### config.mk
export PLATFORM = sky130hd
export DESIGN_NAME = vx_cache_core_req_dispatch
export DESIGN_NICKNAME = d
export VERILOG_FILES = /design/src/rtl/vx_cache_core_req_dispatch.sv
export SDC_FILE = /design/constraint.sdc
export NUM_CORES = 1
export LEC_CHECK = 0
export ABC_AREA = 1
export BUFFER_PORTS_ARGS = -buffer_cell sky130_fd_sc_hd__buf_2
export CAP_MARGIN = 20
export CELL_PAD_IN_SITES_DETAIL_PLACEMENT = 1
export CELL_PAD_IN_SITES_GLOBAL_PLACEMENT = 1
export CORE_MARGIN = 2
export CORE_UTILIZATION = 38
export DETAILED_ROUTE_END_ITERATION = 6
export PLACE_DENSITY_LB_ADDON = 0.15
export SYNTH_ARGS = -nofsm -noshare
export SYNTH_HDL_FRONTEND = slang
export SYNTH_SLANG_ARGS = --single-unit
export TNS_END_PERCENT = 20
### constraint.sdc
create_clock -name clk -period 6.5 [get_ports clk]
set_clock_uncertainty 0.2 [all_clocks]
set_input_delay 1.3 -clock clk [delete_from_list [all_inputs] [get_ports clk]]
set_output_delay 1.3 -clock clk [all_outputs]
set_load 0.01 [all_outputs]
### src/rtl/vx_cache_core_req_dispatch.sv
// Registers one core request batch and drains it into the per-bank request queues,
// issuing at most one lane per bank per cycle in ascending lane order.
module vx_cache_core_req_dispatch #(
    parameter int unsigned BANK_LINE_SIZE  = 16,
    parameter int unsigned WORD_SIZE       = 4,
    parameter int unsigned NUM_BANKS       = 4,
    parameter int unsigned NUM_REQUESTS    = 4,
    parameter int unsigned WORD_ADDR_WIDTH = 30,
    parameter int unsigned TAG_WIDTH       = 8,
    localparam int unsigned IDX_W = (NUM_REQUESTS > 1) ? $clog2(NUM_REQUESTS) : 1
) (
    input  logic                                 clk,
    input  logic                                 reset,
    input  logic [NUM_REQUESTS-1:0]              core_req_valid,
    input  logic [NUM_REQUESTS*WORD_ADDR_WIDTH-1:0] core_req_addr,
    input  logic [TAG_WIDTH-1:0]                 core_req_tag,
    input  logic                                 split_en,
    output logic                                 core_req_ready,
    output logic [NUM_BANKS-1:0]                 per_bank_valid,
    output logic [NUM_BANKS*WORD_ADDR_WIDTH-1:0] per_bank_addr,
    output logic [NUM_BANKS*IDX_W-1:0]           per_bank_req_idx,
    output logic [NUM_BANKS*TAG_WIDTH-1:0]       per_bank_tag,
    input  logic [NUM_BANKS-1:0]                 per_bank_ready,
    output logic                                 busy,
    output logic [31:0]                          perf_conflict_stalls
);

    localparam int unsigned OFS    = $clog2(BANK_LINE_SIZE / WORD_SIZE);
    localparam int unsigned BANK_W = (NUM_BANKS > 1) ? $clog2(NUM_BANKS) : 1;

    if (NUM_BANKS < NUM_REQUESTS) begin : g_cfg_err
        $error("split mode needs NUM_BANKS >= NUM_REQUESTS");
    end

    typedef enum logic {StIdle, StDispatch} state_e;

    state_e                     state_q, state_d;
    logic [NUM_REQUESTS-1:0]    pending_q, pending_d;
    logic [WORD_ADDR_WIDTH-1:0] addr_q [NUM_REQUESTS];
    logic [TAG_WIDTH-1:0]       tag_q;
    logic                       split_q;
    logic [31:0]                stalls_q, stalls_d;

    logic [BANK_W-1:0]       lane_bank [NUM_REQUESTS];
    logic [NUM_REQUESTS-1:0] granted, taken;
    logic                    drain, conflict, accept;

    // A lane is granted when no lower pending lane targets the same bank.
    always_comb begin
        granted = '0;
        taken   = '0;
        for (int i = 0; i < NUM_REQUESTS; i++) begin
            if (NUM_BANKS == 1)  lane_bank[i] = '0;
            else if (split_q)    lane_bank[i] = BANK_W'(i);
            else                 lane_bank[i] = addr_q[i][OFS +: BANK_W];
        end
        for (int i = 0; i < NUM_REQUESTS; i++) begin
            granted[i] = pending_q[i];
            for (int j = 0; j < i; j++) begin
                if (pending_q[j] && (lane_bank[j] == lane_bank[i])) granted[i] = 1'b0;
            end
            taken[i] = granted[i] && per_bank_ready[lane_bank[i]];
        end
    end

    always_comb begin
        per_bank_valid   = '0;
        per_bank_addr    = '0;
        per_bank_req_idx = '0;
        per_bank_tag     = '0;
        for (int b = 0; b < NUM_BANKS; b++) begin
            for (int i = 0; i < NUM_REQUESTS; i++) begin
                if (granted[i] && (lane_bank[i] == BANK_W'(b))) begin
                    per_bank_valid[b]                               = 1'b1;
                    per_bank_addr[b*WORD_ADDR_WIDTH +: WORD_ADDR_WIDTH] = addr_q[i];
                    per_bank_req_idx[b*IDX_W +: IDX_W]              = IDX_W'(i);
                    per_bank_tag[b*TAG_WIDTH +: TAG_WIDTH]          = tag_q;
                end
            end
        end
    end

    always_comb begin
        drain          = ((pending_q & ~taken) == '0);
        conflict       = |(pending_q & ~granted);
        core_req_ready = (state_q == StIdle) || drain;
        accept         = (|core_req_valid) && core_req_ready;
        busy           = |pending_q;

        state_d   = state_q;
        pending_d = pending_q & ~taken;
        stalls_d  = stalls_q;
        case (state_q)
            StIdle: begin
                if (accept) begin
                    state_d   = StDispatch;
                    pending_d = core_req_valid;
                end
            end
            StDispatch: begin
                if (conflict && (stalls_q != '1)) stalls_d = stalls_q + 32'd1;
                if (accept)     pending_d = core_req_valid;
                else if (drain) state_d   = StIdle;
            end
            default: state_d = StIdle;
        endcase
    end

    always_ff @(posedge clk) begin
        if (reset) begin
            state_q   <= StIdle;
            pending_q <= '0;
            stalls_q  <= '0;
            split_q   <= 1'b0;
            tag_q     <= '0;
            for (int i = 0; i < NUM_REQUESTS; i++) addr_q[i] <= '0;
        end else begin
            state_q   <= state_d;
            pending_q <= pending_d;
            stalls_q  <= stalls_d;
            if (accept) begin
                split_q <= split_en;
                tag_q   <= core_req_tag;
                for (int i = 0; i < NUM_REQUESTS; i++) begin
                    addr_q[i] <= core_req_addr[i*WORD_ADDR_WIDTH +: WORD_ADDR_WIDTH];
                end
            end
        end
    end

    assign perf_conflict_stalls = stalls_q;

`ifndef SYNTHESIS
    always_ff @(posedge clk) begin
        if (!reset) begin
            for (int b = 0; b < NUM_BANKS; b++) begin
                if (per_bank_valid[b]) begin
                    assert (pending_q[per_bank_req_idx[b*IDX_W +: IDX_W]])
                        else $error("bank %0d valid for a lane that is not pending", b);
                    for (int c = b + 1; c < NUM_BANKS; c++) begin
                        assert (!per_bank_valid[c] ||
                                per_bank_req_idx[b*IDX_W +: IDX_W] !=
                                per_bank_req_idx[c*IDX_W +: IDX_W])
                            else $error("lane granted to banks %0d and %0d", b, c);
                    end
                end
            end
        end
    end
`endif

endmodule

Yosys cells after proc, flatten, opt, wreduce, memory -nomap -nowiden
Memories as Yosys holds them, arrays and structs flattened. Cells that the tools add are included.

Add/sub/neg operators: 1. Multipliers: 0. Divide/modulo/power cells: 0. Magnitude comparators: 4. Eq/ne operators: 19. Shift-type cells: 0. Multiplexer cells: 91. Bitwise gates (word level): 9. Reduce and logical (&&, ||, !) cells: 38.

Operator list (count): $mux 30 (20); $mux 8 (16); $mux 1 (37); $add 32x1->32 const B (1); $ne 32x32->1 const B (1); $logic_and 1x1->1 (28); $mux 2 (12); $eq 2x2->1 const B (8); $eq 2x2->1 (6); $lt 2x3->1 const B (4); $reduce_or 4->1 (3); $and 4x4->4 (2); $bmux 1 s2 (4); $eq 2x1->1 const B (4); $logic_not 2->1 (4); $not 4->4 (2); $logic_not 4->1 (1); $mux 4 (1); $or 1x1->1 (4); $pmux 1 s2 (1); $reduce_and 2->1 (1); $logic_or 1x1->1 (1); $not 1->1 (1).

Register bits: 46. Bits in latches: 0. Bits in writable memories: 120. Memory bits (read-only): 0. Bits of input ports: 139. Output and inout bits: 198. Logic and storage cells: 168. Memories kept: 1.

Memory list: addr_q (words 4, bits a word 30, read ports 4, clocked after memory_dff 0, wr ports 4, line 39) `logic [WORD_ADDR_WIDTH-1:0] addr_q [NUM_REQUESTS];`.

Logic depth before layout (Yosys ltp)
An unclocked memory read counts as a cell.

Depth after elaboration: 17. Gate-level depth with buffers: 15. Mapped depth without buffers: 13.

Worst setup path after synthesis
Ideal clock, no wire load.

Path type: input -> register. Start: input per_bank_ready[0]. End: memory addr_q[0][0], enable pin. Library setup time: 0.483 ns. Data arrival time: 4.839 ns. Setup slack: 0.978 ns. Cell stages on the path: 11. Path buffers: 1. Path through: inv_1 nand3_1 nand2_1 nor2_1 nand2_1 a21oi_2 nand3_2 nand2_4 nand2_1 buf_2 nand2_1.

RTL lines: start, declared (line 23) `input logic [NUM_BANKS-1:0] per_bank_ready,`; end, declared (line 39).

Worst setup path in the final report
Start: register split_q. End: output per_bank_tag[14].

Longest elaborated chain between the ends: 8.

RTL lines: start, declared (line 41) `logic split_q;`; start signal, assigned (line 122) `split_q <= split_en;`; $mux 2 (line 54) `else if (split_q) lane_bank[i] = BANK_W'(i);`; $eq 2x2->1 (line 60) `if (pending_q[j] && (lane_bank[j] == lane_bank[i])) granted[i] = 1'b0;`; $logic_and 1x1->1 (line 60); $mux 1 (line 60); $logic_and 1x1->1 / $mux 1 (equally long branches) (line 73, 60); $mux 8, or another cell as far along (line 73) `if (granted[i] && (lane_bank[i] == BANK_W'(b))) begin`; $mux 8 / $logic_and 1x1->1 (equally long branches) (line 73); $mux 8 * (line 73); end, declared (line 22) `output logic [NUM_BANKS*TAG_WIDTH-1:0] per_bank_tag,`.

Mark *: on every way between the ends. The rest lies on a longest branch, timed or not.

==> impl_metrics.toml <==
[run_status]
status = "finished, final reports clean"

[die]
ios = 337
die_y_um = 179
die_w_um = 179
initial_core_util = 0.384
coreArea_sq_um = 30400
num_rows = 64
dieArea_sq_um = 32200

[place]
gp_congestion = 0.903
dp_hpwl_um = 31500
placedCellCount = 2157
numPortBuffers = 336

[hold_path]
hold_class = "reg -> reg"
hold_path_depth = 2
hp-start = "tag_q[2]$_SDFFE_PP0P_"
whs_endpoint = "tag_q[2]$_SDFFE_PP0P_"

[timing]
fin_setup_tns_ns = 0
min_period_ns = 5.19
max_clock_freq_mhz = 193
slew_viol_final = 0
tightest_slew_ns = 1.01
rsz0062_at_grt = "false"
max_slew_margin = 0.327
setup_viol = 0
hold_violations = 0
finalCritPeriodShare = 0.799

[finish]
fin_nets = 1921
final_core_util = 0.466
diodes = 0
area_growth_syn_to_layout_pct = 21.4
layout-drive-gt1-share = 0.295
layout_common_cells = "buf_2 (336), nand2_1 (301), inv_1 (231)"
finalNonFillerCells = 2190
mostFrequentLayoutCell = "buf_2"

[route]
vias = 11800
drtIter0Drc = 876
drcViolationCount = 0
wl_um = 44800
vias_per_cell = 5.37
dr.pass1.iters = 5
wl_per_cell_um = 20.5
ant_nets = 0

[cts]
root_buffer = "clkbuf_16"
clock_latency_ns = 0.44
cts_buffers = 17
cts.repair.resized = 0
clkTransAtPathRegs_ns = 0.07
cts_max_level = 4
cts_setup_buffers = 0
cts_hold_buf = 0
cts_tree = "built"
max-clock-path-buffers = 2
cts.sinks = 166

[run]
drv_cap = 0

[power_and_ir_drop]
finalPower_mw = 3.30
p_switching_mw = 1.18
powerDensity_nw_per_um2 = 233
ir_drop_mv = 0.191
pwr-share-seq = 0.427
switching_share = 0.359
power.internal_mw = 2.11
p_leak_nw = 6.43
power_frac_clock = 0.324
power_frac_comb = 0.248

[yosys]
synth_top_area_share = 0.309
synth_area_leader_cell = "edfxtp_1"
synth_cell_type_count = 36
netlist_area_sq_um = 11700
netlist_instances = 1486
yosysSeqAreaShare = 0.387
ys_ff_latch = 166
yosysWarningCount = 0
synth_nets = 1626
synthTopCellsByArea = "edfxtp_1 (31%), nor2_4 (9.9%), nand2_1 (9.7%)"
syn_avg_cell_area_sq_um = 7.86

[worst_setup_path]
rrSetupSlack_ns = 2.34
critPathKind = "reg -> out"
r2r_cells = 13
path_max_fanout = 16
cp.depth = 13
crit_slowest_cell = "dfxtp_1"
start_kind = "flip-flop"
regToRegStartpoint = "split_q$_SDFFE_PP0P_"
cp-end-kind = "primary output"
arrival_ns = 3.69
cp.required_ns = 5.00
slowest_delay_ns = 0.73
r2r-end = "addr_q[1][1]$_SDFFCE_PN0P_"
path_cells = "nor2_1 -> nand2_1 -> nand3_1 -> nor2_1 -> nor2_1 -> nand2_1 -> inv_2 -> nand2_1 -> buf_4 -> nand2_1 -> nor2_2 -> nor2_1 -> buf_2"
cp_top_family = "simple AND/OR/NAND/NOR gates"
crit_buf_inv = 3

[global_routing]
grt.total_usage = 0.275
overflow = 0
grt_first_pass_wirelength_um = 67000
grt_pass1_vias = 11600
grt_max_degree = 62
antenna_found_initial = 0
## worst register-to-register path, cell delays in order, from the launching register on
cell	delay [ns]
dfxtp_1	0.73
inv_4	0.14
nand2_1	0.20
nor2_1	0.09
nand2_1	0.06
nand2_1	0.05
nor2_1	0.18
nand3_1	0.12
nand2_1	0.12
nand3_2	0.10
nand2_4	0.19
nand2_1	0.40
nand2_4	0.77
buf_12	0.42
## state kept, by name, indices dropped and copies added, names as in the netlist
| signal | flops |
|---|---|
| state_q | 1 |
| addr_q | 120 |
| tag_q | 8 |
| perf_conflict_stalls | 32 |
| split_q | 1 |
| pending_q | 4 |
## metal layers
metal / wire length, um / part of all wire / track usage
met5: 0 / 0 / 0
met1: 20200 / 0.45 / 0.383
met2: 20300 / 0.45 / 0.431
met3: 3020 / 0.067 / 0.0428
met4: 1290 / 0.029 / 0.102
## kinds of logic after synthesis
family / after synthesis / synth area share
flops: 166 / 0.387
compound gates: 260 / 0.147
fa+ha+maj: 1 / 0.00107
xor+xnor: 28 / 0.0210
buf+inv: 324 / 0.124
simple gates: 707 / 0.319
## power groups by stage
stage / Clock, mW / Sequential (mW) / Combinational (mW)
floorplan: 0 / 1.39 / 0.543
CTS: 1.08 / 1.41 / 0.816
finish: 1.07 / 1.41 / 0.819
global route: 1.12 / 1.42 / 0.891
global placement: 0 / 1.42 / 0.801
detailed placement: 0 / 1.43 / 0.812
## worst max-delay path by stage
stage                          from                          to  slack, ns
2_1_floorplan     per_bank_ready[0]  addr_q[0][0]$_SDFFCE_PN0P_       0.98
3_3_place_gp   split_q$_SDFFE_PP0P_           per_bank_valid[1]       1.88
3_5_place_dp   split_q$_SDFFE_PP0P_            per_bank_tag[14]       1.78
4_1_cts        split_q$_SDFFE_PP0P_            per_bank_tag[14]       1.30
5_1_grt        split_q$_SDFFE_PP0P_           per_bank_valid[1]       1.07
6_report       split_q$_SDFFE_PP0P_            per_bank_tag[14]       1.31
## cell usage after synthesis
cell	count
o2111ai_1	6
xor2_1	22
buf_12	10
nand3_4	1
or2_2	1
buf_6	2
nor3_1	24
nor3_4	1
nand4_1	49
nand3_1	43
inv_2	12
ha_1	1
buf_2	23
edfxtp_1	120
nand3_2	2
nand2_4	2
nor2_2	7
clkbuf_1	31
xnor2_1	6
buf_1	8
o22ai_1	3
a21oi_2	1
dfxtp_1	46
nor3_2	1
o211ai_1	100
inv_4	1
nand2_1	302
a22oi_1	56
buf_4	5
o21ai_0	3
a21oi_1	91
nor2_4	103
inv_1	232
nor2_1	164
nand2_2	6
nor4_1	1
## cell type report
type                       instances  area (sq um)
inverter                         245           922
tap                              396           495
sequential                       166          4520
timing repair buffer             355          1890
multi-input combinational        996          5750
clock inverter                    14           165
clock buffer                      18           429
fill                            3835         16300
## metrics by stage
step	instance area, sq um	hold WS (ns)	setup WS (ns)
floorplan	11700	0.243	0.978
global placement	13500	0.255	1.88
detailed placement	13600	0.262	1.78
CTS	14200	0.273	1.30
global route	14200	0.295	1.07
finish	14200	0.268	1.31
Power figures use the tool's default switching activity.
